<file path="src/rtl/mem_delay_injector.sv">
// Avalon-MM pass-through that adds programmable read/write latency between a data master and a memory slave.
// Define MEM_DELAY_JITTER_EN to add LFSR-based jitter on top of the programmed delays.
module mem_delay_injector #(
   parameter int ADDR_W = 32,
   parameter int DATA_W = 32,
   parameter int CNT_W  = 16,
   parameter int STAT_W = 32
) (
   input  logic                clk,
   input  logic                reset_n,
   input  logic [2:0]          csr_address,
   input  logic                csr_write,
   input  logic [31:0]         csr_writedata,
   input  logic                csr_read,
   output logic [31:0]         csr_readdata,
   input  logic [ADDR_W-1:0]   s_address,
   input  logic                s_read,
   input  logic                s_write,
   input  logic [DATA_W-1:0]   s_writedata,
   input  logic [DATA_W/8-1:0] s_byteenable,
   output logic [DATA_W-1:0]   s_readdata,
   output logic                s_waitrequest,
   output logic [ADDR_W-1:0]   m_address,
   output logic                m_read,
   output logic                m_write,
   output logic [DATA_W-1:0]   m_writedata,
   output logic [DATA_W/8-1:0] m_byteenable,
   input  logic [DATA_W-1:0]   m_readdata,
   input  logic                m_waitrequest
);

   typedef enum logic [1:0] {IDLE = 2'd0, DELAY = 2'd1, FWD = 2'd2} state_t;

   state_t              state_r, state_nxt_s;
   logic [CNT_W-1:0]    cnt_r, cnt_nxt_s;
   logic                enable_r;
   logic [CNT_W-1:0]    wr_delay_r, rd_delay_r;
   logic [STAT_W-1:0]   xact_r;
   logic [31:0]         csr_readdata_r, rd_mux_s;
   logic                req_s, xact_inc_s, m_read_s, m_write_s, s_wait_s;
   logic [CNT_W-1:0]    base_s, jitter_s, load_s;
   logic                unused_s;

   // Base + jitter, clamped to the counter's all-ones value instead of wrapping.
   function automatic logic [CNT_W-1:0] sat_add(input logic [CNT_W-1:0] a, input logic [CNT_W-1:0] b);
      logic [CNT_W:0] sum;
      sum = {1'b0, a} + {1'b0, b};
      if (sum[CNT_W]) sat_add = {CNT_W{1'b1}};
      else            sat_add = sum[CNT_W-1:0];
   endfunction

   assign req_s  = s_read | s_write;
   assign base_s = s_write ? wr_delay_r : rd_delay_r;
   assign load_s = sat_add(base_s, jitter_s);

`ifdef MEM_DELAY_JITTER_EN
   localparam int LW = (CNT_W > 16) ? CNT_W : 16;
   logic             jitter_en_r;
   logic [CNT_W-1:0] jmask_r;
   logic [15:0]      lfsr_r;
   logic [LW-1:0]    lfsr_wide_s;

   assign lfsr_wide_s = LW'(lfsr_r);
   assign jitter_s    = jitter_en_r ? (lfsr_wide_s[CNT_W-1:0] & jmask_r) : {CNT_W{1'b0}};

   // Free-running Fibonacci LFSR, taps 16,14,13,11.
   always_ff @(posedge clk or negedge reset_n) begin
      if (!reset_n) lfsr_r <= 16'hACE1;
      else          lfsr_r <= {lfsr_r[14:0], lfsr_r[15] ^ lfsr_r[13] ^ lfsr_r[12] ^ lfsr_r[10]};
   end

   // Jitter control registers.
   always_ff @(posedge clk or negedge reset_n) begin
      if (!reset_n) begin
         jitter_en_r <= 1'b0;
         jmask_r     <= {CNT_W{1'b0}};
      end else if (csr_write && csr_address == 3'd0) begin
         jitter_en_r <= csr_writedata[1];
      end else if (csr_write && csr_address == 3'd3) begin
         jmask_r     <= csr_writedata[CNT_W-1:0];
      end else begin
         jitter_en_r <= jitter_en_r;
      end
   end
`else
   assign jitter_s = {CNT_W{1'b0}};
`endif

   assign unused_s = ^{csr_writedata};

   // Core CSRs and the saturating transaction counter; a clear beats a same-cycle increment.
   always_ff @(posedge clk or negedge reset_n) begin
      if (!reset_n) begin
         enable_r   <= 1'b0;
         wr_delay_r <= {CNT_W{1'b0}};
         rd_delay_r <= {CNT_W{1'b0}};
         xact_r     <= {STAT_W{1'b0}};
      end else begin
         if (csr_write && csr_address == 3'd0) enable_r   <= csr_writedata[0];
         if (csr_write && csr_address == 3'd1) wr_delay_r <= csr_writedata[CNT_W-1:0];
         if (csr_write && csr_address == 3'd2) rd_delay_r <= csr_writedata[CNT_W-1:0];
         if (csr_write && csr_address == 3'd4)                xact_r <= {STAT_W{1'b0}};
         else if (xact_inc_s && xact_r != {STAT_W{1'b1}})     xact_r <= xact_r + STAT_W'(1);
         else                                                 xact_r <= xact_r;
      end
   end

   // CSR readback mux, built from pre-write register values.
   always_comb begin
      rd_mux_s = 32'h0000_0000;
      case (csr_address)
`ifdef MEM_DELAY_JITTER_EN
         3'd0: rd_mux_s = {30'd0, jitter_en_r, enable_r};
         3'd3: rd_mux_s = 32'(jmask_r);
`else
         3'd0: rd_mux_s = {31'd0, enable_r};
         3'd3: rd_mux_s = 32'h0000_0000;
`endif
         3'd1: rd_mux_s = 32'(wr_delay_r);
         3'd2: rd_mux_s = 32'(rd_delay_r);
         3'd4: rd_mux_s = 32'(xact_r);
         3'd5: rd_mux_s = {31'd0, state_r != IDLE};
         default: rd_mux_s = 32'h0000_0000;
      endcase
   end

   // Registered CSR read data, held between reads.
   always_ff @(posedge clk or negedge reset_n) begin
      if (!reset_n)      csr_readdata_r <= 32'h0000_0000;
      else if (csr_read) csr_readdata_r <= rd_mux_s;
      else               csr_readdata_r <= csr_readdata_r;
   end

   // FSM state and delay counter.
   always_ff @(posedge clk or negedge reset_n) begin
      if (!reset_n) begin
         state_r <= IDLE;
         cnt_r   <= {CNT_W{1'b0}};
      end else begin
         state_r <= state_nxt_s;
         cnt_r   <= cnt_nxt_s;
      end
   end

   // Next state and strobe gating; defaults give the transparent path.
   always_comb begin
      state_nxt_s = state_r;
      cnt_nxt_s   = cnt_r;
      xact_inc_s  = 1'b0;
      m_read_s    = s_read;
      m_write_s   = s_write;
      s_wait_s    = m_waitrequest;
      case (state_r)
         IDLE: begin
            if (enable_r) begin
               m_read_s  = 1'b0;
               m_write_s = 1'b0;
               s_wait_s  = req_s;
               if (req_s) begin
                  cnt_nxt_s   = load_s;
                  state_nxt_s = (load_s != {CNT_W{1'b0}}) ? DELAY : FWD;
               end else begin
                  state_nxt_s = IDLE;
               end
            end else begin
               state_nxt_s = IDLE;
            end
         end
         DELAY: begin
            m_read_s  = 1'b0;
            m_write_s = 1'b0;
            s_wait_s  = 1'b1;
            cnt_nxt_s = cnt_r - CNT_W'(1);
            if (!req_s)                      state_nxt_s = IDLE;
            else if (cnt_r == CNT_W'(1))     state_nxt_s = FWD;
            else                             state_nxt_s = DELAY;
         end
         FWD: begin
            // A read+write collision is forwarded as a write only.
            m_read_s = s_read & ~s_write;
            if (!req_s) begin
               state_nxt_s = IDLE;
            end else if (!m_waitrequest) begin
               xact_inc_s  = 1'b1;
               state_nxt_s = IDLE;
            end else begin
               state_nxt_s = FWD;
            end
         end
         default: state_nxt_s = IDLE;
      endcase
   end

   assign csr_readdata  = csr_readdata_r;
   assign m_address     = s_address;
   assign m_writedata   = s_writedata;
   assign m_byteenable  = s_byteenable;
   assign m_read        = m_read_s;
   assign m_write       = m_write_s;
   assign s_waitrequest = s_wait_s;
   assign s_readdata    = m_readdata;

endmodule
</file>
<file path="config.mk">
export PLATFORM = sky130hd
export DESIGN_NAME = mem_delay_injector
export DESIGN_NICKNAME = d
export VERILOG_FILES = /design/src/rtl/mem_delay_injector.sv
export SDC_FILE = /design/constraint.sdc
export NUM_CORES = 1
export LEC_CHECK = 0
export CORE_MARGIN = 3
export CORE_UTILIZATION = 30
export CTS_CLUSTER_DIAMETER = 100
export DETAILED_ROUTE_END_ITERATION = 8
export GPL_TIMING_DRIVEN = 0
export PLACE_DENSITY_LB_ADDON = 0.12
export SLEW_MARGIN = 20
export SYNTH_ARGS = -nofsm -noshare
export SYNTH_HDL_FRONTEND = slang
export SYNTH_SLANG_ARGS = --single-unit
</file>
<file path="constraint.sdc">
create_clock -name clk -period 4.96 [get_ports clk]
set_clock_uncertainty 0.2 [all_clocks]
set_input_delay 0.496 -clock clk [delete_from_list [all_inputs] [get_ports clk]]
set_output_delay 0.496 -clock clk [all_outputs]
set_load 0.005 [all_outputs]
</file>
Yosys cells after proc, flatten, opt, wreduce, memory -nomap -nowiden
Cells that the tools add are included.
W data, S select, Z words.
{"block": "classes", "add_sub_neg": 2, "bitwise_logic": 3, "mux": 24, "reduce_logical": 12, "n_eq_ne": 10}
{"operator": "$pmux W32 S5", "count": 1}
{"operator": "$mux W32", "count": 2}
{"operator": "$mux W16", "count": 3}
{"operator": "$add A32 B1 Y32 const B", "count": 1}
{"operator": "$ne A32 B32 Y1 const B", "count": 1}
{"operator": "$pmux W16 S2", "count": 1}
{"operator": "$eq A16 B1 Y1 const B", "count": 1}
{"operator": "$reduce_bool A16 Y1", "count": 1}
{"operator": "$sub A16 B1 Y16 const B", "count": 1}
{"operator": "$mux W2", "count": 7}
{"operator": "$eq A3 B3 Y1 const B", "count": 2}
{"operator": "$mux W1", "count": 6}
{"operator": "$pmux W2 S3", "count": 1}
{"operator": "$reduce_bool A2 Y1", "count": 3}
{"operator": "$logic_and A1 B1 Y1", "count": 5}
{"operator": "$ne A2 B2 Y1 const B", "count": 2}
{"operator": "$pmux W1 S2", "count": 2}
{"operator": "$eq A3 B1 Y1 const B", "count": 1}
{"operator": "$eq A3 B2 Y1 const B", "count": 1}
{"operator": "$logic_not A3 Y1", "count": 1}
{"operator": "$pmux W1 S3", "count": 1}
{"operator": "$reduce_and A3 Y1", "count": 1}
{"operator": "$eq A2 B1 Y1 const B", "count": 1}
{"operator": "$eq A2 B2 Y1 const B", "count": 1}
{"operator": "4 further kinds", "count": 4}
{"block": "totals", "elab_cells": 58, "ff_bits": 115, "out_inout_bits": 135, "in_bits": 142}

Depth between registers and ports, before layout
Gate-level depths: netlist of the first run.
{"block": "logic_depth", "ltp_word": 6, "depth_mapped": 8, "mapped_depth_nobuf": 7}

Worst setup path after synthesis of the first run
OpenSTA, ideal clock, no wires.
{"block": "synth_timing", "path_kind": "in2reg", "start": "input port csr_address[0]", "end": "register wr_delay_r[10]", "cell_stages": 5, "t_required_ns": 4.635, "setup_slack_ns": 2.576, "setup_ns": 0.125, "path_buffers": 2, "t_arrival_ns": 2.059, "cell_sequence": "clkbuf_1 > inv_1 > nor4b_2 > clkbuf_1 > mux2_2"}
{"block": "synth_between", "elab_chain_cells": 2}
{"element": "from (decl)", "line": "11", "rtl": "input logic [2:0] csr_address,"}
{"element": "$eq A3 B1 Y1", "line": "100", "rtl": "if (csr_write && csr_address == 3'd1) wr_delay_r <= csr_writedata[CNT_W-1:0];"}
{"element": "$logic_and A1 B1 Y1", "line": "100"}
{"element": "to (signal assigned)", "line": "95", "rtl": "wr_delay_r <= {CNT_W{1'b0}};"}
{"element": "to (signal assigned)", "line": "100"}
{"element": "to (decl)", "line": "37", "rtl": "logic [CNT_W-1:0] wr_delay_r, rd_delay_r;"}
No other way between the ends.
A chain may end at the register's enable or synchronous reset.

Final worst setup path of the first run
{"block": "layout_timing", "start": "input port s_write", "end": "output port s_waitrequest"}
{"block": "layout_between", "elab_chain_cells": 3}
{"element": "from (decl)", "line": "18", "rtl": "input logic s_write,"}
{"element": "$or A1 B1 Y1", "line": "52", "rtl": "assign req_s = s_read | s_write;"}
{"element": "$mux W1", "line": "155", "rtl": "if (enable_r) begin"}
{"element": "$pmux W1 S2", "line": "153", "rtl": "case (state_r)"}
{"element": "to (decl)", "line": "22", "rtl": "output logic s_waitrequest,"}
No other way between the ends.

==> results of run 1 <==
-- per-stage QoR --
step	utilization	power, mW	area, um^2	instances	setup WS [ns]
floorplan	-	1.65	6800	717	2.58
global placement	0.396	1.97	8720	1154	-1.61
detailed placement	0.397	1.97	8750	1155	1.42
CTS	0.423	3.15	9320	1186	1.40
global route	0.423	3.30	9320	1186	1.26
finish	0.423	3.12	9320	1186	1.43
-- worst paths after layout --
kind	from	to	slack, ns
max in group asynchronous	reset_n	rd_delay_r[7]	3.44
min in group asynchronous	reset_n	csr_readdata[27]	0.44
min	cnt_r[9]	cnt_r[9]	0.30
min reg2reg	cnt_r[9]	cnt_r[9]	0.30
max reg2reg	xact_r[0]	xact_r[26]	2.35
max	s_write	s_waitrequest	1.43
-- sequential cells by signal, indices dropped and copies added, names as in the netlist --
signal	count
rd_delay_r	16
wr_delay_r	16
cnt_r	16
xact_r	32
csr_readdata	32
enable_r	1
state_r	2
-- timing repair --
item / in CTS / in global routing
hold endpoints to repair: 57 / 0
setup buffers: 0 / 0
hold buffers: 1 / 0
-- power by group --
| group | internal [mW] | switching (mW) |
|---|---|---|
| sequential | 1.07 | 0.143 |
| clock | 0.748 | 0.422 |
| combinational | 0.387 | 0.350 |
| total | 2.21 | 0.914 |
-- synth_stat cells (7+ instances only) --
master	number
a21oi_1	44
a22oi_1	15
buf_4	101
clkbuf_1	26
dfrtp_1	115
inv_1	39
mux2_2	37
mux2i_1	16
nand2_1	39
nand2b_1	8
nand3_1	29
nand4_1	11
nor2_1	29
nor3_1	7
nor4_1	9
o21ai_0	34
o22ai_1	23
o31ai_1	15
or3_1	10
or4_1	19
-- cell type report --
class	instances	area, um^2	area share
timing repair buffer	159	1610	0.173
inverter	39	146	0.0157
clock inverter	4	47.5	0.00510
sequential	115	2880	0.309
buffer	139	926	0.0993
tap	280	350	0.0376
multi-input combinational	424	2850	0.306
clock buffer	26	509	0.0546
-- worst reg2reg max path, delay by kind of cell (launching register included) --
family | cells | cell delay, ns
AOI/OAI and AO/OA | 1 | 0.16
adders and majority gates | 1 | 0.25
buffers and inverters | 1 | 0.30
DFF | 1 | 0.44
and+or+nand+nor | 4 | 1.19
-- logic make-up after synthesis --
family,count (synthesis)
AND/OR/NAND/NOR,201
buffers and inverters,178
AO/OA/AOI/OAI,166
flip-flops,115
multiplexers,53
adder cells (fa/ha/maj),3
XOR/XNOR,1
-- layer usage --
metal / track usage / up-vias
li1: - / 2879
met4: 0.0467 / 0
met3: 0.0313 / 19
met2: 0.262 / 219
met1: 0.226 / 2832
met5: 0 / -
==> qor.yml, run 1 <==
syn_nets: 862
yosysWarnings: 0
drive_gt1_frac: 0.220
initial_core_util: 0.309
critPathCaptureType: "output pin"
vias: 5949
required_ns: 4.26
cp_cell_sequence: "clkdlybuf4s50_1 -> buf_1 -> o21ai_0 -> a21o_1 -> nand2_1 -> clkdlybuf4s50_1"
synth_top_family_by_area: "simple AND/OR/NAND/NOR gates"
cts_buffers: 17
reg2reg_depth: 7
overflow: 0
max_stage_delay_ns: 0.63
final_cell_mix: "clkdlybuf4s50_1 (156), dfrtp_1 (115), buf_4 (101)"
tightestPinTransition_ns: 0.884
syn_inst: 717
portBuffers: 157
diodes: 0
whs_ns: 0.305
synth_area_um2: 6800
worst_hold_path_type: "reg -> reg"
fin_setup_tns_ns: 0
fp.dieW_um: 157
startpoint_type: "primary input"
clk_latency_ns: 0.41
area_growth_pct: 37.1
p_leak_nw: 3.84
seq_area_frac_synth: 0.423
place.gp.congestion: 0.808
first_global_vias: 5804
ys_types: 65
power_density_nw_per_um2: 335
post-route-min-period_ns: 3.53
slowest_stage: "clkdlybuf4s50_1"
htreeDepth: 4
dp_hpwl_mm: 15.5
routedWlPerCell_um: 17.2
synth_compound_area_frac: 0.154
period_share: 0.712
top_layer: "met4"
drtAntennaViolNets: 0
cts_num_sinks: 115
cp_common_cell: "clkdlybuf4s50_1"
die_area_um2: 24500
critPathTopFamily: "buffers and inverters"
holdPathStages: 1
grt_setup_unrepaired: "false"
clk_pin_slew_ns: 0.05
max-slew-margin-rel: 0.409
synth_area_leaders: "dfrtp_1 (42%), buf_4 (11%), mux2_2 (6.1%)"
setup_viol: 0
muxShareOfSynthArea: 0.0849
antenna_found_initial: 0
cp.arrival_ns: 2.84
outcome: "complete, no violations"
crit_buf_inv: 3
synth_fa_ha_area_frac: 0.00552
critPathKind: "in -> out"
wl_met1_mm: 9.18
path_depth: 6
hold_viol: 0
rows: 54
grtUsageTotal: 0.164
max_freq_mhz: 283
vdd_drop_max_mv: 0.226
drcViolationCount: 0
fillers: 2191
yosys.area_share.simple: 0.173
initialDrtViolationCount: 385
synth_top_area_share: 0.423
avgSynthCellArea_um2: 9.48
wl_met3_mm: 1.08
maxCapViolations: 0
ios: 277
worstPathMaxFanout: 10
drtPass1Iterations: 5
wl_met2_mm: 9.77
tritoncts: "done"
grt_pass1_wl_mm: 32.1
grt_max_degree: 59
clockBufferDepth: 2
maxSlewViolCount: 0
synth_edf_count: 0
yosysTopAreaCell: "dfrtp_1"
nets: 1040
yosys_register_bits: 115
vias_per_cell: 5.02
ys_async_sr_fraction: 1.00
cts.repair.resized: 0
ys.flop_type: "dfrtp_1"
synth_xor_area_frac: 0.00129
final_common_cell: "clkdlybuf4s50_1"
coreArea_um2: 22000
chipHeight_um: 157
cts-root-buf: "clkbuf_16"
wirelength_mm: 20.4
No activity file was read; power rests on OpenSTA's default activity.
==> run 2: changes to the inputs <==
clock period = 3.6 ns   (was 4.96 ns; I/O delays follow)
==> results of run 2 <==
Same layout as run 1 (identical final DEF). Status: complete, no violations.
Main changes from that run: setup slack after placement 1.42 ns -> 0.328 ns; setup slack after layout 1.43 ns -> 0.341 ns; hold slack 0.305 ns -> 0.261 ns; register-to-register setup slack 2.35 ns -> 0.99 ns; end point of the worst hold path cnt_r[9] -> enable_r; total power 3.12 mW -> 4.30 mW; worst IR drop on VDD 0.226 mV -> 0.312 mV
